<file path="src/rtl/branch_resolve_unit_pkg.sv">
// ============================================================
// Package : branch_resolve_unit_pkg
// Shared encodings and helpers for the branch resolution slice.
// Revision: 1.0
// ============================================================
`default_nettype none

package branch_resolve_unit_pkg;

    typedef enum logic [2:0] {
        F3_BEQ  = 3'b000,
        F3_BNE  = 3'b001,
        F3_BLT  = 3'b100,
        F3_BGE  = 3'b101,
        F3_BLTU = 3'b110,
        F3_BGEU = 3'b111
    } branch_f3_e;

    typedef logic [1:0] bht_cnt_t;

    localparam bht_cnt_t c_bht_reset = 2'b01;
    localparam int       c_link_byte = 4;
    localparam int       c_link_word = 1;

    function automatic bht_cnt_t bht_next(input bht_cnt_t cnt, input logic taken);
        bht_cnt_t res;
        res = cnt;
        if (taken && cnt != 2'b11) begin
            res = cnt + 2'd1;
        end else if (!taken && cnt != 2'b00) begin
            res = cnt - 2'd1;
        end
        return res;
    endfunction

endpackage

`default_nettype wire

</file>
<file path="src/rtl/branch_resolve_unit_if.sv">
// ============================================================
// Interface : branch_resolve_unit_if
// Instruction/prediction inputs and resolution outputs of the stage.
// Revision: 1.0
// ============================================================
`default_nettype none

interface branch_resolve_unit_if #(
    parameter int XLEN  = 32,
    parameter int CNT_W = 16
);
    logic             valid_i;
    logic             stall_i;
    logic             flush_i;
    logic             is_branch_i;
    logic             is_jal_i;
    logic             is_jalr_i;
    logic [2:0]       funct3_i;
    logic [XLEN-1:0]  rs1_i;
    logic [XLEN-1:0]  rs2_i;
    logic [XLEN-1:0]  imm_i;
    logic [XLEN-1:0]  pc_i;
    logic             pred_taken_i;
    logic [XLEN-1:0]  pred_target_i;
    logic [XLEN-1:0]  lookup_pc_i;
    logic             lookup_taken_o;
    logic             resolve_valid_o;
    logic             taken_o;
    logic [XLEN-1:0]  link_o;
    logic             redirect_o;
    logic [XLEN-1:0]  redirect_pc_o;
    logic [CNT_W-1:0] branch_cnt_o;
    logic [CNT_W-1:0] mispred_cnt_o;

    modport master (
        output valid_i, stall_i, flush_i, is_branch_i, is_jal_i, is_jalr_i,
               funct3_i, rs1_i, rs2_i, imm_i, pc_i, pred_taken_i,
               pred_target_i, lookup_pc_i,
        input  lookup_taken_o, resolve_valid_o, taken_o, link_o, redirect_o,
               redirect_pc_o, branch_cnt_o, mispred_cnt_o
    );

    modport slave (
        input  valid_i, stall_i, flush_i, is_branch_i, is_jal_i, is_jalr_i,
               funct3_i, rs1_i, rs2_i, imm_i, pc_i, pred_taken_i,
               pred_target_i, lookup_pc_i,
        output lookup_taken_o, resolve_valid_o, taken_o, link_o, redirect_o,
               redirect_pc_o, branch_cnt_o, mispred_cnt_o
    );
endinterface

`default_nettype wire

</file>
<file path="src/rtl/branch_resolve_unit_bht.sv">
// ============================================================
// Module : branch_bht
// Array of 2-bit saturating direction counters; read is combinational.
// Revision: 1.0
// ============================================================
`default_nettype none

module branch_bht
    import branch_resolve_unit_pkg::*;
#(
    parameter int DEPTH = 64,
    parameter int IDX_W = $clog2(DEPTH)
) (
    input  wire logic             clk,
    input  wire logic             rst_n,
    input  wire logic [IDX_W-1:0] lookup_idx,
    output logic                  lookup_taken,
    input  wire logic             upd_en,
    input  wire logic [IDX_W-1:0] upd_idx,
    input  wire logic             upd_taken
);

    bht_cnt_t r_cnt [DEPTH];

    // Read sees the pre-update value when lookup and update collide.
    assign lookup_taken = r_cnt[lookup_idx][1];

    always_ff @(posedge clk) begin
        if (!rst_n) begin
            for (int i = 0; i < DEPTH; i++) begin
                r_cnt[i] <= c_bht_reset;
            end
        end else if (upd_en) begin
            r_cnt[upd_idx] <= bht_next(r_cnt[upd_idx], upd_taken);
        end
    end

endmodule

`default_nettype wire

</file>
<file path="src/rtl/branch_resolve_unit.sv">
// ============================================================
// Module : branch_resolve_unit
// Resolves RV32I branches/JAL/JALR, registers redirect and statistics.
// Optional BHT enabled by defining BRANCH_PREDICT_EN.
// Revision: 1.0
// ============================================================
`default_nettype none

module branch_resolve_unit
    import branch_resolve_unit_pkg::*;
#(
    parameter int XLEN      = 32,
    parameter int WORD_PC   = 0,
    parameter int BHT_DEPTH = 64,
    parameter int CNT_W     = 16
) (
    input  wire logic      clk,
    input  wire logic      rst_n,
    branch_resolve_unit_if.slave bus
);

    logic             r_resolve_valid;
    logic             r_taken;
    logic [XLEN-1:0]  r_link;
    logic             r_redirect;
    logic [XLEN-1:0]  r_redirect_pc;
    logic [CNT_W-1:0] r_branch_cnt;
    logic [CNT_W-1:0] r_mispred_cnt;

    logic             w_accept;
    logic             w_xfer;
    logic             w_fire;
    logic             w_cond_taken;
    logic             w_cond_valid;
    logic             w_taken;
    logic             w_mispred;
    logic [XLEN-1:0]  w_imm_word;
    logic [XLEN-1:0]  w_target;
    logic [XLEN-1:0]  w_link;
    logic [XLEN-1:0]  w_next_pc;
    logic             w_unused_lookup;

    // Anything arriving while a redirect is out is wrong-path.
    assign w_accept = bus.valid_i & ~bus.stall_i & ~bus.flush_i & ~r_redirect;
    assign w_xfer   = bus.is_branch_i | bus.is_jal_i | bus.is_jalr_i;
    assign w_fire   = w_accept & w_xfer;

    always_comb begin
        w_cond_taken = 1'b0;
        w_cond_valid = 1'b1;
        case (bus.funct3_i)
            F3_BEQ:  w_cond_taken = (bus.rs1_i == bus.rs2_i);
            F3_BNE:  w_cond_taken = (bus.rs1_i != bus.rs2_i);
            F3_BLT:  w_cond_taken = ($signed(bus.rs1_i) <  $signed(bus.rs2_i));
            F3_BGE:  w_cond_taken = ($signed(bus.rs1_i) >= $signed(bus.rs2_i));
            F3_BLTU: w_cond_taken = (bus.rs1_i <  bus.rs2_i);
            F3_BGEU: w_cond_taken = (bus.rs1_i >= bus.rs2_i);
            default: w_cond_valid = 1'b0;
        endcase
    end

    assign w_imm_word = {{2{bus.imm_i[XLEN-1]}}, bus.imm_i[XLEN-1:2]};
    assign w_taken    = bus.is_branch_i ? w_cond_taken : (bus.is_jal_i | bus.is_jalr_i);
    assign w_target   = bus.is_jalr_i ? ((bus.rs1_i + bus.imm_i) & ~XLEN'(1))
                      : (bus.pc_i + ((WORD_PC != 0) ? w_imm_word : bus.imm_i));
    assign w_link     = bus.pc_i + ((WORD_PC != 0) ? XLEN'(c_link_word) : XLEN'(c_link_byte));
    assign w_next_pc  = w_taken ? w_target : w_link;

    // Reserved funct3 codes never trigger a refetch.
    assign w_mispred = (bus.is_branch_i & ~w_cond_valid) ? 1'b0 :
                       ((bus.pred_taken_i != w_taken) |
                        (w_taken & (bus.pred_target_i != w_target)) |
                        ((bus.is_jal_i | bus.is_jalr_i) & ~bus.pred_taken_i));

    always_ff @(posedge clk) begin
        if (!rst_n) begin
            r_resolve_valid <= 1'b0;
            r_taken         <= 1'b0;
            r_link          <= '0;
            r_redirect      <= 1'b0;
            r_redirect_pc   <= '0;
            r_branch_cnt    <= '0;
            r_mispred_cnt   <= '0;
        end else begin
            r_resolve_valid <= w_fire;
            r_taken         <= w_fire & w_taken;
            r_link          <= w_fire ? w_link : '0;
            r_redirect      <= w_fire & w_mispred;
            r_redirect_pc   <= w_fire ? w_next_pc : '0;
            if (w_fire && r_branch_cnt != '1) begin
                r_branch_cnt <= r_branch_cnt + CNT_W'(1);
            end
            if (w_fire && w_mispred && r_mispred_cnt != '1) begin
                r_mispred_cnt <= r_mispred_cnt + CNT_W'(1);
            end
        end
    end

    assign bus.resolve_valid_o = r_resolve_valid;
    assign bus.taken_o         = r_taken;
    assign bus.link_o          = r_link;
    assign bus.redirect_o      = r_redirect;
    assign bus.redirect_pc_o   = r_redirect_pc;
    assign bus.branch_cnt_o    = r_branch_cnt;
    assign bus.mispred_cnt_o   = r_mispred_cnt;

    assign w_unused_lookup = ^bus.lookup_pc_i;

`ifdef BRANCH_PREDICT_EN
    localparam int IDX_W = $clog2(BHT_DEPTH);

    logic [IDX_W-1:0] w_lookup_idx;
    logic [IDX_W-1:0] w_update_idx;

    assign w_lookup_idx = (WORD_PC != 0) ? bus.lookup_pc_i[IDX_W-1:0] : bus.lookup_pc_i[IDX_W+1:2];
    assign w_update_idx = (WORD_PC != 0) ? bus.pc_i[IDX_W-1:0]        : bus.pc_i[IDX_W+1:2];

    branch_bht #(
        .DEPTH (BHT_DEPTH),
        .IDX_W (IDX_W)
    ) u_bht (
        .clk          (clk),
        .rst_n        (rst_n),
        .lookup_idx   (w_lookup_idx),
        .lookup_taken (bus.lookup_taken_o),
        .upd_en       (w_accept & bus.is_branch_i),
        .upd_idx      (w_update_idx),
        .upd_taken    (w_cond_taken)
    );
`else
    localparam int c_unused_bht_depth = BHT_DEPTH;

    assign bus.lookup_taken_o = 1'b0;
`endif

endmodule

`default_nettype wire
</file>
<file path="src/flat_wrapper.sv">
// flat-port wrapper written by rule: the top's interface ports become plain ports
module branch_resolve_unit_flat import branch_resolve_unit_pkg::*;
#(
    parameter int XLEN      = 32,
    parameter int WORD_PC   = 0,
    parameter int BHT_DEPTH = 64,
    parameter int CNT_W     = 16
)
  (clk, rst_n, bus_valid_i, bus_stall_i, bus_flush_i, bus_is_branch_i, bus_is_jal_i, bus_is_jalr_i, bus_funct3_i, bus_rs1_i, bus_rs2_i, bus_imm_i, bus_pc_i, bus_pred_taken_i, bus_pred_target_i, bus_lookup_pc_i, bus_lookup_taken_o, bus_resolve_valid_o, bus_taken_o, bus_link_o, bus_redirect_o, bus_redirect_pc_o, bus_branch_cnt_o, bus_mispred_cnt_o);
  branch_resolve_unit_if #(.XLEN(XLEN), .CNT_W(CNT_W)) bus_i ();
  input  wire logic clk;
  input  wire logic rst_n;
  input wire logic [$bits(bus_i.valid_i)-1:0] bus_valid_i;
  input wire logic [$bits(bus_i.stall_i)-1:0] bus_stall_i;
  input wire logic [$bits(bus_i.flush_i)-1:0] bus_flush_i;
  input wire logic [$bits(bus_i.is_branch_i)-1:0] bus_is_branch_i;
  input wire logic [$bits(bus_i.is_jal_i)-1:0] bus_is_jal_i;
  input wire logic [$bits(bus_i.is_jalr_i)-1:0] bus_is_jalr_i;
  input wire logic [$bits(bus_i.funct3_i)-1:0] bus_funct3_i;
  input wire logic [$bits(bus_i.rs1_i)-1:0] bus_rs1_i;
  input wire logic [$bits(bus_i.rs2_i)-1:0] bus_rs2_i;
  input wire logic [$bits(bus_i.imm_i)-1:0] bus_imm_i;
  input wire logic [$bits(bus_i.pc_i)-1:0] bus_pc_i;
  input wire logic [$bits(bus_i.pred_taken_i)-1:0] bus_pred_taken_i;
  input wire logic [$bits(bus_i.pred_target_i)-1:0] bus_pred_target_i;
  input wire logic [$bits(bus_i.lookup_pc_i)-1:0] bus_lookup_pc_i;
  output wire logic [$bits(bus_i.lookup_taken_o)-1:0] bus_lookup_taken_o;
  output wire logic [$bits(bus_i.resolve_valid_o)-1:0] bus_resolve_valid_o;
  output wire logic [$bits(bus_i.taken_o)-1:0] bus_taken_o;
  output wire logic [$bits(bus_i.link_o)-1:0] bus_link_o;
  output wire logic [$bits(bus_i.redirect_o)-1:0] bus_redirect_o;
  output wire logic [$bits(bus_i.redirect_pc_o)-1:0] bus_redirect_pc_o;
  output wire logic [$bits(bus_i.branch_cnt_o)-1:0] bus_branch_cnt_o;
  output wire logic [$bits(bus_i.mispred_cnt_o)-1:0] bus_mispred_cnt_o;
  assign bus_i.valid_i = bus_valid_i;
  assign bus_i.stall_i = bus_stall_i;
  assign bus_i.flush_i = bus_flush_i;
  assign bus_i.is_branch_i = bus_is_branch_i;
  assign bus_i.is_jal_i = bus_is_jal_i;
  assign bus_i.is_jalr_i = bus_is_jalr_i;
  assign bus_i.funct3_i = bus_funct3_i;
  assign bus_i.rs1_i = bus_rs1_i;
  assign bus_i.rs2_i = bus_rs2_i;
  assign bus_i.imm_i = bus_imm_i;
  assign bus_i.pc_i = bus_pc_i;
  assign bus_i.pred_taken_i = bus_pred_taken_i;
  assign bus_i.pred_target_i = bus_pred_target_i;
  assign bus_i.lookup_pc_i = bus_lookup_pc_i;
  assign bus_lookup_taken_o = bus_i.lookup_taken_o;
  assign bus_resolve_valid_o = bus_i.resolve_valid_o;
  assign bus_taken_o = bus_i.taken_o;
  assign bus_link_o = bus_i.link_o;
  assign bus_redirect_o = bus_i.redirect_o;
  assign bus_redirect_pc_o = bus_i.redirect_pc_o;
  assign bus_branch_cnt_o = bus_i.branch_cnt_o;
  assign bus_mispred_cnt_o = bus_i.mispred_cnt_o;
  branch_resolve_unit #(.XLEN(XLEN), .WORD_PC(WORD_PC), .BHT_DEPTH(BHT_DEPTH), .CNT_W(CNT_W)) u_core (.clk(clk), .rst_n(rst_n), .bus(bus_i));
endmodule
</file>
<file path="config.mk">
export PLATFORM = sky130hd
export DESIGN_NAME = branch_resolve_unit_flat
export DESIGN_NICKNAME = d
export VERILOG_FILES = /design/src/rtl/branch_resolve_unit_pkg.sv /design/src/rtl/branch_resolve_unit_if.sv /design/src/rtl/branch_resolve_unit_bht.sv /design/src/rtl/branch_resolve_unit.sv /design/src/flat_wrapper.sv
export SDC_FILE = /design/constraint.sdc
export NUM_CORES = 1
export LEC_CHECK = 0
export ABC_AREA = 1
export BUFFER_PORTS_ARGS = -buffer_cell sky130_fd_sc_hd__buf_2
export CAP_MARGIN = 10
export CORE_UTILIZATION = 56
export DETAILED_ROUTE_END_ITERATION = 6
export PLACE_DENSITY = 0.84
export SKIP_CTS_REPAIR_TIMING = 1
export SYNTH_ARGS = -nofsm -noshare
export SYNTH_HDL_FRONTEND = slang
export SYNTH_SLANG_ARGS = --single-unit
</file>
<file path="constraint.sdc">
create_clock -name clk -period 8.5 [get_ports clk]
set_clock_uncertainty 0.1 [all_clocks]
set_input_delay 1.275 -clock clk [delete_from_list [all_inputs] [get_ports clk]]
set_output_delay 1.275 -clock clk [all_outputs]
set_load 0.02 [all_outputs]
</file>
Yosys cells after proc, flatten, opt, wreduce, memory -nomap -nowiden
Cells that the tools add are included.
{"block": "word_totals", "register_bits": 99, "in_bits": 204, "wordCells": 58, "out_inout_bits": 100}
{"block": "classes", "n_addsub": 5, "reduce_logical": 6, "muxes": 6, "eq_ne": 11, "order_cmp": 4, "bitwise": 19}
{"cell": "$add A32 B32 Y32", "n": 2}
{"cell": "$ge A32 B32 Y1", "n": 2}
{"cell": "$lt A32 B32 Y1", "n": 2}
{"cell": "$mux W32", "n": 2}
{"cell": "$ne A32 B32 Y1", "n": 2}
{"cell": "$add A16 B1 Y16 const B", "n": 2}
{"cell": "$add A32 B3 Y32 const B", "n": 1}
{"cell": "$eq A32 B32 Y1", "n": 1}
{"cell": "$ne A16 B16 Y1 const B", "n": 2}
{"cell": "$eq A3 B3 Y1 const B", "n": 4}
{"cell": "$and A1 B1 Y1", "n": 9}
{"cell": "$pmux W1 S6", "n": 1}
{"cell": "$reduce_or A6 Y1", "n": 1}
{"cell": "$not A1 Y1", "n": 5}
{"cell": "$or A1 B1 Y1", "n": 5}
{"cell": "$eq A3 B1 Y1 const B", "n": 1}
{"cell": "$logic_and A1 B1 Y1", "n": 3}
{"cell": "$logic_not A3 Y1", "n": 1}
{"cell": "$mux W1", "n": 3}
{"cell": "$reduce_and A2 Y1", "n": 1}
{"cell": "$ne A1 B1 Y1", "n": 1}

Depth between registers and ports, before layout
Gate-level depths: netlist (run 1).
{"block": "depth", "ltp_word": 9, "depth_mapped": 24, "depth_no_buf": 24}

Least setup slack after synthesis (run 1)
OpenSTA, ideal clock, no wires.
{"block": "synth_timing", "kind": "input to register", "from": "input port bus_pc_i[0]", "to": "register u_core.r_mispred_cnt[10], in the netlist u_core.bus.mispred_cnt_o[10]", "stages": 22, "required_time_ps": 8330, "setup_time_ps": 70, "t_arrival_ps": 3544, "slack_ps": 4786, "path_buffers": 1, "cell_sequence": "ha_1 -> fa_1 -> nand2_1 -> nand2_1 -> nand3_1 -> nand2_1 -> nand2_1 -> nand2_1 -> nand2_1 -> nand2_1 -> nand2_1 -> nand3_1 -> nand3_1 -> nand2_1 -> nor2_1 -> nand3_1 -> nor2_4 -> nand2_4 -> nand3_4 -> buf_8 -> nand2_2 -> a21oi_2"}
{"block": "synth_between", "elab_chain_cells": 9}
{"element": "start, declared", "line_no": "flat_wrapper.sv:23", "text": "input wire logic [$bits(bus_i.pc_i)-1:0] bus_pc_i;"}
{"element": "$add A32 B32 Y32", "line_no": "branch_resolve_unit.sv:65", "text": ": (bus.pc_i + ((WORD_PC != 0) ? w_imm_word : bus.imm_i));"}
{"element": "$mux W32", "line_no": "branch_resolve_unit.sv:64", "text": "assign w_target = bus.is_jalr_i ? ((bus.rs1_i + bus.imm_i) & ~XLEN'(1))"}
{"element": "$ne A32 B32 Y1", "line_no": "branch_resolve_unit.sv:72", "text": "(w_taken & (bus.pred_target_i != w_target)) |"}
{"element": "$and A1 B1 Y1", "line_no": "branch_resolve_unit.sv:72"}
{"element": "$or A1 B1 Y1", "line_no": "branch_resolve_unit.sv:71", "text": "((bus.pred_taken_i != w_taken) |"}
{"element": "$or A1 B1 Y1", "line_no": "branch_resolve_unit.sv:72"}
{"element": "$mux W1", "line_no": "branch_resolve_unit.sv:70", "text": "assign w_mispred = (bus.is_branch_i & ~w_cond_valid) ? 1'b0 :"}
{"element": "$logic_and A1 B1 Y1 (2 in a row)", "line_no": "branch_resolve_unit.sv:93", "text": "if (w_fire && w_mispred && r_mispred_cnt != '1) begin"}
{"element": "end signal, assigned", "line_no": "branch_resolve_unit.sv:94", "text": "r_mispred_cnt <= r_mispred_cnt + CNT_W'(1);"}
{"element": "end, declared", "line_no": "branch_resolve_unit.sv:28", "text": "logic [CNT_W-1:0] r_mispred_cnt;"}
Every way passes these cells.
A chain may end at the register's enable or synchronous reset.

Worst setup path after layout (run 1)
{"block": "layout_timing", "from": "input port bus_is_jalr_i", "to": "register u_core.r_mispred_cnt[0], in the netlist u_core.bus.mispred_cnt_o[0]"}
{"block": "layout_between", "elab_chain_cells": 8, "elab_cells_between_ends": 14, "classes_between": "2 x eq/ne; 3 x mux; 7 x bitwise; 2 x reduce/logical"}
{"element": "start, declared", "line_no": "flat_wrapper.sv:18", "text": "input wire logic [$bits(bus_i.is_jalr_i)-1:0] bus_is_jalr_i;"}
{"element": "$mux W32 or $or A1 B1 Y1 (tied branches)", "line_no": "branch_resolve_unit.sv:64, branch_resolve_unit.sv:63, branch_resolve_unit.sv:73"}
{"element": "$ne A32 B32 Y1 or $mux W1 (tied branches)", "line_no": "branch_resolve_unit.sv:72, branch_resolve_unit.sv:63"}
{"element": "$and A1 B1 Y1 or $ne A1 B1 Y1 (tied branches)", "line_no": "branch_resolve_unit.sv:72, branch_resolve_unit.sv:71"}
{"element": "$or A1 B1 Y1", "line_no": "branch_resolve_unit.sv:71"}
{"element": "$or A1 B1 Y1", "line_no": "branch_resolve_unit.sv:72"}
{"element": "$mux W1", "line_no": "branch_resolve_unit.sv:70"}
{"element": "$logic_and A1 B1 Y1 (*) (2 in a row)", "line_no": "branch_resolve_unit.sv:93"}
Every way passes the cells marked *; elsewhere a longest branch is shown, timed or not.

==> key figures, run 1 <==
Run status
  • Status: finished clean

Setup path
  • RR Startpoint: u_core.bus.redirect_o
  • Crit path max fanout: 42
  • CP endpoint kind: register
  • Worst path buffer plus inverter count: 4
  • CP arrival: around 4.8 ns
  • Max incr delay on CP: 0.47 ns
  • CP startpoint: bus_is_jalr_i
  • Largest delay share family, worst path: simple AND/OR/NAND/NOR gates
  • Crit Path Category: in2reg
  • Type of origin of the critical path: input port
  • Critical path cell sequence: buf_2, buf_4, inv_1, buf_4, nand3_1, nand2_1, nand2_1, nand2_1, nor2_1, nand3_1, nor2_1, nand3_1, nor2_1, nand2_1, nor2_2, nand3_2, nor2_4, nand2_4, nand3_4, nand2_1, nand2_1, nor2_1
  • Data required, critical path: 8.64 ns
  • Most common cell on crit path: nand2_1
  • Crit-path slowest cell: inv_1

Power and ir drop
  • PD cells: 115 mW/mm^2
  • Leak Pwr: 7.75 nW
  • Worst VDD drop: around 91 uV

Clocking
  • # clock sinks: 99
  • H-tree Lvls: 3
  • Root Buffer: clkbuf_16
  • Latest clock arrival within the worst-skew pair: 0.34 ns
  • CTS Buf Count: 9
  • CTS clock-pin slew for the worst setup and hold paths: 0.07 ns
  • CTS tree: built
  • CTS Buffer Depth: 2

Yosys
  • Mapped cell area: 0.0113 sq mm
  • Compound-Gate Fraction of Synth Area: 0.0868
  • Post-synth EDFFs: 0
  • Post-Synthesis Cells: 2,004
  • Post-Synth XOR/XNOR Area: 0.0279
  • Largest family of logic cells by synthesized area: simple AND/OR/NAND/NOR gates
  • Syn nets: 2,306
  • Ys flop type: dfxtp_1
  • Simple-gate share of the synthesized area: 0.463
  • Syn. warnings: 0
  • Seq/Total Area, Yosys: 0.175
  • Synth cell types: 47
  • Synth Area in Adders: 0.110
  • Post-synthesis register bit count: 99
  • Ys async rst share: 0
  • Mux share of post-synthesis cell area: 0
  • Syn Area/Cell: 5.65 sq um

Detailed routing
  • Remaining DRCs: 0
  • Final wirelength: 38.5 mm
  • Initial DRC Count: ~960
  • DR WL/cell: 15.2 microns
  • Via density: 5.36
  • DR pass1 iterations: 7
  • Antenna-violating nets left: 0
  • Vias: 13,600

Finish
  • Area Growth Syn to Fin: 16.8%
  • Antenna Cells: 0
  • Nets: 2,568
  • Leading cell types in the layout, fill and taps excluded: nand2_1, inv_1, buf_2, nor2_1, nand3_1
  • Fill cells: approximately 1,900
  • Post-Route Utilization: 0.672
  • Layout cells sized above 1: 0.171
  • Commonest non-fill, non-tap cell in the layout: nand2_1

STA
  • Final worst setup slack: 3.87 ns
  • Final setup viols: 0
  • Slew HR: 0.498
  • Crit path time final: 4.63 ns
  • Final Max Slew Viols: 0
  • Period Utilization, post-route: 0.545
  • Peak Freq: 0.216 GHz
  • Worst Max-Slew Pin Slew: 0.751 ns
  • Unrepaired setup endpoints after global routing: no
  • Final Hold Fails: 0
  • Fin Setup TNS: 0 ns

Min path
  • Worst Hold Class: reg2reg
  • Min-delay src: u_core.bus.branch_cnt_o[8]

GRT
  • Initial antenna violation count: 0
  • Largest net degree at the start of global routing: 43
  • GRT overflow: 0
  • Global-route wire length before repair: 59.1 mm
  • Gr usage total: 0.367
  • Number of global-route vias before repair: 12,200

Floorplanning
  • # IOs: 304
  • DIE HEIGHT: 144 microns
  • Die width: 144 microns
  • Floorplan row count: 51
  • Die area: between 0.02 and 0.025 sq mm
  • Core area: 0.0197 sq mm
  • Initial cell density of the core: 0.576

Job
  • Max-cap violations: 0

Place
  • Routability cong.: 0.990
  • Dpl hpwl: ~33 mm
  • Setup slack at placement: 3.55 ns
  • Port Buffer Count: 270
[power by group]
group	internal, mW	total (mW)	leakage, nW	switching, mW
sequential	0.473	0.476	0.801	0.00316
combinational	0.209	0.632	6.80	0.423
clock	0.229	0.407	0.143	0.178
total	0.910	1.51	7.75	0.604
[layout make-up]
class / instances / area, sq um / area share
clock buffers: 10 / 229 / 0.0173
clock inverters: 6 / 65.1 / 0.00492
inverters: 383 / 1440 / 0.109
multi-input cells: 1498 / 7780 / 0.589
flip-flops and latches: 99 / 1980 / 0.150
well taps: 265 / 332 / 0.0251
repair buffers: 275 / 1390 / 0.105
[synth_stat cells (all sizes together) (3+ instances only)]
library cell / count / area share
o21bai: 6 / 0.0040
nand4: 45 / 0.025
a21oi: 105 / 0.051
a21o: 3 / 0.0020
o21ai: 30 / 0.013
o21a: 4 / 0.0027
and2: 7 / 0.0039
nor3: 25 / 0.013
nor3b: 8 / 0.0066
o22a: 7 / 0.0054
inv: 381 / 0.13
ha: 96 / 0.11
a31oi: 9 / 0.0050
dfxtp: 99 / 0.18
nand2: 653 / 0.22
clkbuf: 10 / 0.0033
nor2: 224 / 0.079
nand3: 206 / 0.097
nor4: 4 / 0.0022
nand3b: 18 / 0.012
o22ai: 3 / 0.0017
xor2: 23 / 0.018
buf: 14 / 0.0069
xnor2: 13 / 0.010
[logic make-up after synthesis]
group	Yosys count
flops	99
fa+ha+maj	98
buf+inv	407
other cells	1
xor+xnor	36
simple gates	1193
compound gates	170
[worst register-to-register path, delay by kind of cell, from the launching register on]
family                 cells  cell delay, ns
buffers and inverters      1            0.17
flip-flops                 1            0.31
AO/OA/AOI/OAI              3            0.50
AND/OR/NAND/NOR            8            1.47
[registers in the layout (all words and copies together), names as in the netlist]
register                    flops
u_core.bus.link_o              32
u_core.bus.resolve_valid_o      1
u_core.bus.taken_o              1
u_core.bus.branch_cnt_o        16
u_core.bus.redirect_o           1
u_core.bus.redirect_pc_o       32
u_core.bus.mispred_cnt_o       16
[stage by stage]
step                total power [mW]  hold slack, ns  area (sq um)  cells
floorplan                      0.904           0.436         11300   2004
detailed placement              1.10           0.357         12900   2520
finish                          1.51           0.366         13200   2536
CTS                             1.50           0.366         13200   2536
global route                    1.61           0.401         13200   2536
global placement                1.09           0.348         12900   2520
[layer usage]
metal,share of wire,up-vias,GRT usage
met3,0.087,76,0.0334
li1,-,6842,-
met1,0.43,6093,0.489
met2,0.45,589,0.619
met4,0.029,0,0.127
met5,0,-,0
[worst paths after layout]
path / end / slack, ns / cells after the start
worst max-delay path: u_core.bus.mispred_cnt_o[0] / 3.87 / 22
worst min-delay path: u_core.bus.branch_cnt_o[8] / 0.37 / 2
worst max register to register: u_core.bus.branch_cnt_o[13] / 5.83 / 12
worst min register to register: u_core.bus.branch_cnt_o[8] / 0.37 / 2
(Power assumes the default switching activity.)
==> inputs of run 2 (changes only) <==
ABC_AREA = 0   (was 1)
CORE_UTILIZATION = 48   (was 56)
PLACE_DENSITY = 0.78   (was 0.84)
clock period = 4.1 ns   (was 8.5 ns; I/O delays follow)
==> key figures, run 2 <==
Setup path
  • Crit Path Category: in2reg (unchanged)
  • Crit path max fanout: 5 (was 42)
  • Worst path buffer plus inverter count: 4 (unchanged)
  • Largest delay share family, worst path: simple AND/OR/NAND/NOR gates (unchanged)
  • Max incr delay on CP: 0.47 ns (about the same)
  • Data required, critical path: 4.21 ns (was 8.64 ns)
  • Critical path cell sequence: buf_2, ha_1, buf_4, nand4_1, o221ai_1, and3_1, a211oi_4, a211oi_2, or3_1, a311o_1, a221oi_2, buf_4, nand4_1, and4bb_4, clkbuf_16, or3_1, a21oi_1 (was buf_2, buf_4, inv_1, buf_4, nand3_1, nand2_1, nand2_1, nand2_1, nor2_1, nand3_1, nor2_1, nand3_1, nor2_1, nand2_1, nor2_2, nand3_2, nor2_4, nand2_4, nand3_4, nand2_1, nand2_1, nor2_1)
  • CP endpoint kind: register (unchanged)
  • Setup slack, reg-to-reg: 1.06 ns (was 5.83 ns)
  • CP arrival: 4.29 ns (was 4.77 ns)
  • Crit-path slowest cell: and4bb_4 (was inv_1)
  • Type of origin of the critical path: input port (unchanged)

Detailed routing
  • Final wirelength: 37.9 mm (was 38.5 mm)
  • Via density: 5.78 (was 5.36)
  • Initial DRC Count: 836 (was 956)
  • DR pass1 iterations: 5 (was 7)
  • Antenna-violating nets left: 0 (unchanged)
  • Remaining DRCs: 0 (unchanged)
  • Vias: 12,100 (was 13,600)
  • DR WL/cell: 18.0 microns (was 15.2 microns)

Power and ir drop
  • Flop pwr share: 0.267 (was 0.314)
  • Combinational power share: 0.493 (was 0.417)
  • Sw Share: 0.356 (was 0.399)
  • PD cells: 258 mW/mm^2 (was 115 mW/mm^2)
  • NetSw: 1.31 mW (was 0.604 mW)
  • Share of total power in the clock network: 0.240 (was 0.269)
  • Leak Pwr: 6.83 nW (was 7.75 nW)
  • Worst VDD drop: 155 uV (was 91.1 uV)
  • Internal: 2.38 mW (was 0.910 mW)

Yosys
  • Synth area leader: dfxtp_1 (was nand2_1)
  • Post-synthesis register bit count: 99 (unchanged)
  • Post-synth top cells: nor2_1, nand2_1, a21oi_1, dfxtp_1, ha_1 (was nand2_1, inv_1, nor2_1, nand3_1, dfxtp_1)
  • Post-Synthesis Cells: 1,301 (was 2,004)
  • Most frequent cell after synthesis: nor2_1 (was nand2_1)
  • Ys flop type: dfxtp_1 (unchanged)
  • Syn nets: 1,603 (was 2,306)
  • Top cell type's share of synthesized area: 0.200 (was 0.208)
  • Syn. warnings: 0 (unchanged)
  • Mapped cell area: 0.00990 sq mm (was 0.0113 sq mm)
  • Ys async rst share: 0 (unchanged)
  • Seq/Total Area, Yosys: 0.200 (was 0.175)
  • Post-synth EDFFs: 0 (unchanged)
  • Syn Area/Cell: 7.61 sq um (was 5.65 sq um)
  • Largest cells by area after synthesis: dfxtp_1, ha_1, xnor2_1, xor2_1, a21oi_1 (was nand2_1, dfxtp_1, inv_1, ha_1, nand3_1)
  • Synth cell types: 86 (was 47)

STA
  • Final Max Slew Viols: 0 (unchanged)
  • Crit path time final: 4.18 ns
  • Slew HR: 0.491 (was 0.498)
  • Period Utilization, post-route: 1.02
  • Final Hold Fails: 0 (unchanged)
  • Peak Freq: 0.239 GHz
  • Final setup viols: 15 (was 0)
  • Worst Max-Slew Pin Slew: 0.754 ns (was 0.751 ns)
  • Unrepaired setup endpoints after global routing: yes (was no)
  • Final worst setup slack: -0.0764 ns (was 3.87 ns)

Clocking
  • Root Buffer: clkbuf_16 (unchanged)
  • H-tree Lvls: 3 (unchanged)
  • CTS Buf Count: 9 (unchanged)
  • # clock sinks: 99 (unchanged)
  • CTS clock-pin slew for the worst setup and hold paths: 0.06 ns (was 0.07 ns)
  • CTS tree: built (unchanged)
  • Latest clock arrival within the worst-skew pair: 0.35 ns (was 0.34 ns)
  • CTS Buffer Depth: 2 (unchanged)

Place
  • Dpl hpwl: 31.2 mm (was 32.8 mm)
  • Port Buffer Count: 270 (unchanged)
  • Dpl cell area: 0.0136 sq mm (was 0.0129 sq mm)
  • Routability cong.: 0.953 (was 0.990)
  • Cells after DPL: 2,074 (was 2,520)

Floorplanning
  • Die area: 0.0212 sq mm (was 0.0208 sq mm)
  • Floorplan row count: 52 (was 51)
  • Core area: 0.0202 sq mm (was 0.0197 sq mm)
  • Die width: 146 microns (was 144 microns)
  • DIE HEIGHT: 146 microns (was 144 microns)
  • Initial cell density of the core: 0.489 (was 0.576)
  • # IOs: 304 (unchanged)

Min path
  • Worst Hold Class: reg2reg (unchanged)

Finish
  • Multi-input gate area: 0.00773 sq mm (was 0.00778 sq mm)
  • Nets: 2,127 (was 2,568)
  • Leading cell types in the layout, fill and taps excluded: buf_4, buf_2, nor2_1, nand2_1, dfxtp_1 (was nand2_1, inv_1, buf_2, nor2_1, nand3_1)
  • Post-Route Utilization: 0.706 (was 0.672)
  • Commonest non-fill, non-tap cell in the layout: buf_4 (was nand2_1)
  • FF/Latch Area: 0.00198 sq mm (unchanged)
  • Fill cells: 1,680 (was 1,922)
  • Antenna Cells: 0 (unchanged)
  • Layout Cells excl Fill: 2,100 (was 2,536)
  • Area Growth Syn to Fin: 44.4% (was 16.8%)
  • Layout cells sized above 1: 0.358 (was 0.171)
  • Fin area: 0.0143 sq mm (was 0.0132 sq mm)

GRT
  • GRT overflow: 0 (unchanged)
  • Gr usage total: 0.339 (was 0.367)
  • Number of global-route vias before repair: 11,200 (was 12,200)
  • Initial antenna violation count: 1 (was 0)
  • Largest net degree at the start of global routing: 37 (was 43)
  • Global-route wire length before repair: 57.5 mm (was 59.1 mm)

Run status
  • Failing checks: negative setup slack
  • Status: finished with violations (was finished clean)

Job
  • Max-cap violations: 0 (unchanged)
[run 2: cell types whose count changed in the layout (fill, tap and decap cells not counted), sizes merged, moves of 36 or more]
cell,previous run,this run
nand3,206,43
nor2,224,129
o21ai,30,73
buf,275,574
xnor2,13,59
inv,382,54
xor2,23,59
nand2,653,119
[run 2: kinds of logic after synthesis]
kind of cell | share of synthesized area
AOI/OAI and AO/OA | 0.235
xor gates and xnor gates | 0.118
adders and majority gates | 0.125
buffers and inverters | 0.0474
DFF | 0.200
muxes | 0.0298
other | 0.000379
and+or+nand+nor | 0.244
[run 2: path summary, 6_finish.rpt]
kind	cells past startpoint	start	end
worst max register to register	12	u_core.bus.mispred_cnt_o[3]	u_core.bus.mispred_cnt_o[4]
worst max-delay path	17	bus_pc_i[10]	u_core.bus.mispred_cnt_o[4]
worst min-delay path	2	u_core.bus.mispred_cnt_o[11]	u_core.bus.mispred_cnt_o[11]
worst min register to register	2	u_core.bus.mispred_cnt_o[11]	u_core.bus.mispred_cnt_o[11]
[run 2: per-layer routing]
layer  vias up  share of wire  track usage
li1       5839              -            -
met1      5658           0.43        0.459
met2       567           0.46        0.571
met3        72          0.081       0.0367
met4         0          0.028       0.0947
met5         -              0            0
[run 2: final cells by class]
type,count,share of cell area
tap,270,0.0236
multi-input combinational,1084,0.541
timing repair buffer,576,0.261
sequential,99,0.139
clock inverter,3,0.00315
clock buffer,13,0.0189
inverter,55,0.0144
[run 2: worst reg2reg max path, stage by stage (launching register included)]
cell,delay (ns)
dfxtp_1,0.45
and3_1,0.29
and3_1,0.23
and2_1,0.20
nand3_1,0.14
nor2_1,0.26
nand4_1,0.21
o21ai_0,0.35
nor3_2,0.13
buf_4,0.21
nand4_1,0.13
or3_1,0.15
a21oi_1,0.07
[run 2: stage by stage]
stage	TNS (ns)	setup slack, ns	power, mW	hold slack, ns
floorplan	-0.0951	-0.0207	1.90	0.443
global placement	-7.24	-0.570	2.69	0.358
detailed placement	-8.35	-0.628	2.71	0.372
CTS	-2.60	-0.291	3.59	0.382
global route	-3.35	-0.279	3.87	0.419
finish	-0.773	-0.0764	3.69	0.388
[run 2: power groups by stage]
stage / combinational [mW] / sequential (mW) / clock, mW
finish: 1.82 / 0.987 / 0.885
global route: 1.96 / 0.988 / 0.924
CTS: 1.72 / 0.986 / 0.883
detailed placement: 1.71 / 1.01 / 0
global placement: 1.68 / 1.01 / 0
floorplan: 0.873 / 1.03 / 0
==> inputs of run 3 (changes only) <==
MAX_ROUTING_LAYER = met4   (was not set)
==> key figures, run 3 (synthesis gave the netlist of run 2 again) <==
Setup path
  • Worst path buffer plus inverter count: 4 (unchanged)
  • Data required, critical path: 4.25 ns (was 4.21 ns)
  • CP endpoint kind: register (unchanged)
  • Most common cell on crit path: nand4_1
  • Crit path max fanout: 10 (was 5)
  • Crit-path slowest cell: a221o_1 (was and4bb_4)
  • CP arrival: 4.35 ns (was 4.29 ns)
  • WP depth: 18 (was 17)
  • Crit Path Category: in2reg (unchanged)
  • Cells on worst reg2reg path: 12 (unchanged)
  • Type of origin of the critical path: input port (unchanged)
  • Largest delay share family, worst path: compound AO/OA/AOI/OAI gates (was simple AND/OR/NAND/NOR gates)
  • Max incr delay on CP: 0.37 ns (was 0.47 ns)
  • Critical path cell sequence: buf_2, ha_2, fa_2, a21o_1, buf_4, a221o_1, nand4_1, and3_4, buf_6, mux2i_2, a211oi_2, a2111oi_2, nand4_1, nor4_4, and4bb_4, clkbuf_16, o211ai_1, o31ai_1 (was buf_2, ha_1, buf_4, nand4_1, o221ai_1, and3_1, a211oi_4, a211oi_2, or3_1, a311o_1, a221oi_2, buf_4, nand4_1, and4bb_4, clkbuf_16, or3_1, a21oi_1)

Place
  • Cells after DPL: 2,077 (was 2,074)
  • Dpl cell area: 0.0136 sq mm (about the same)
  • Port Buffer Count: 270 (unchanged)
  • Dpl hpwl: 31.3 mm (was 31.2 mm)
  • Setup slack at placement: -0.601 ns (was -0.628 ns)
  • Routability cong.: 0.943 (was 0.953)

Floorplanning
  • DIE HEIGHT: 146 microns (unchanged)
  • Core area: 0.0202 sq mm (unchanged)
  • Initial cell density of the core: 0.489 (unchanged)
  • Die area: 0.0212 sq mm (unchanged)
  • Floorplan row count: 52 (unchanged)
  • Die width: 146 microns (unchanged)
  • # IOs: 304 (unchanged)

Clocking
  • CTS Buf Count: 9 (unchanged)
  • # clock sinks: 99 (unchanged)
  • CTS tree: built (unchanged)
  • CTS clock-pin slew for the worst setup and hold paths: 0.06 ns (about the same)
  • Latest clock arrival within the worst-skew pair: 0.34 ns (was 0.35 ns)
  • H-tree Lvls: 3 (unchanged)
  • CTS Buffer Depth: 2 (unchanged)
  • Root Buffer: clkbuf_16 (unchanged)

STA
  • Slew HR: 0.492 (was 0.491)
  • Final setup viols: 14 (was 15)
  • Crit path time final: 4.20 ns (was 4.18 ns)
  • Hold_ws: 0.387 ns (was 0.388 ns)
  • Worst Max-Slew Pin Slew: 0.751 ns (was 0.754 ns)
  • Final worst setup slack: -0.102 ns (was -0.0764 ns)
  • Final Max Slew Viols: 0 (unchanged)
  • Peak Freq: 0.238 GHz (was 0.239 GHz)
  • Fin Setup TNS: -0.850 ns (was -0.773 ns)
  • Period Utilization, post-route: 1.02 (about the same)
  • Final Hold Fails: 0 (unchanged)
  • Unrepaired setup endpoints after global routing: yes (unchanged)

GRT
  • Number of global-route vias before repair: 11,300 (was 11,200)
  • Busiest grt layer: met2 (unchanged)
  • GRT overflow: 0 (unchanged)
  • GRT met2 Usage: 0.565 (was 0.571)
  • GR Layer Usage met1: 0.464 (was 0.459)
  • Global-route wire length before repair: 57.5 mm (about the same)
  • Initial antenna violation count: 0 (was 1)
  • Met3 Use GR: 0.0326 (was 0.0367)
  • Gr usage total: 0.351 (was 0.339)
  • Largest net degree at the start of global routing: 31 (was 37)

Finish
  • Fill cells: 1,679 (was 1,680)
  • Nets: 2,127 (unchanged)
  • Commonest non-fill, non-tap cell in the layout: buf_4 (unchanged)
  • Post-Route Utilization: 0.705 (was 0.706)
  • Layout Cells excl Fill: 2,101 (was 2,100)
  • Multi-input gate area: 0.00773 sq mm (unchanged)
  • FF/Latch Area: 0.00198 sq mm (unchanged)
  • Fin area: 0.0143 sq mm (about the same)
  • Layout cells sized above 1: 0.362 (was 0.358)
  • Area Growth Syn to Fin: 44.0% (was 44.4%)
  • Leading cell types in the layout, fill and taps excluded: buf_4, buf_2, nor2_1, nand2_1, dfxtp_1 (unchanged)

Power and ir drop
  • Worst VDD drop: 172 uV (was 155 uV)
  • PD cells: 254 mW/mm^2 (was 258 mW/mm^2)
  • Total Power: 3.62 mW (was 3.69 mW)
  • Leak Pwr: 6.81 nW (was 6.83 nW)

Detailed routing
  • Via density: 5.73 (was 5.78)
  • Antenna-violating nets left: 0 (unchanged)
  • DR pass1 iterations: 5 (unchanged)
  • Vias: 12,000 (was 12,100)
  • DR WL/cell: 18.1 microns (was 18.0 microns)
  • Final wirelength: 38.0 mm (was 37.9 mm)
  • Initial DRC Count: 864 (was 836)
  • Remaining DRCs: 0 (unchanged)

Run status
  • Failing checks: negative setup slack (unchanged)
  • Status: finished with violations (unchanged)

Min path
  • Hold path depth: 2 (unchanged)
  • Worst Hold Class: reg2reg (unchanged)

Job
  • Max-cap violations: 0 (unchanged)
==> run 3: changes by cell type in the layout (fill, tap and decap cells not counted), sizes merged <==
cell	delta
clkinv	+3
clkinvlp	-2
bufinv	-1
diode	+1
==> run 3: final timing paths <==
check | to | start | slack (ns)
max | u_core.bus.mispred_cnt_o[12] | bus_pc_i[0] | -0.10
min | u_core.bus.mispred_cnt_o[11] | u_core.bus.mispred_cnt_o[11] | 0.39
min reg2reg | u_core.bus.mispred_cnt_o[11] | u_core.bus.mispred_cnt_o[11] | 0.39
max reg2reg | u_core.bus.mispred_cnt_o[12] | u_core.bus.mispred_cnt_o[3] | 1.15
==> run 3: where the power goes <==
| group | leakage [nW] | internal [mW] | switching [mW] | total [mW] |
|---|---|---|---|---|
| logic | 5.87 | 0.871 | 0.950 | 1.82 |
| registers | 0.800 | 0.979 | 0.00730 | 0.987 |
| clock network | 0.140 | 0.447 | 0.365 | 0.812 |
| total | 6.81 | 2.30 | 1.32 | 3.62 |
==> run 3: worst reg2reg max path: stages, from the launching register on <==
cell and delay [ns]:
dfxtp_1 0.43, and3_1 0.27, and3_1 0.19, and2_1 0.18
nand3_1 0.12, nor2_1 0.32, nand4_1 0.26, o21ai_0 0.32
nor3_2 0.10, buf_4 0.18, nand4_1 0.14, o211ai_1 0.14
o31ai_1 0.11
==> run 3: layer usage <==
| metal | routed length, microns | share of wire |
|---|---|---|
| met5 | 0 | 0 |
| met4 | 954 | 0.025 |
| met3 | 2500 | 0.066 |
| met2 | 17400 | 0.46 |
| met1 | 17100 | 0.45 |
==> run 3: layout make-up <==
type,instances,area share
inverter,55,0.0145
antenna,1,0.000176
tap,270,0.0237
clock buffer,13,0.0183
clock inverter,3,0.00158
timing repair buffer,576,0.261
sequential,99,0.139
multi-input combinational,1084,0.542
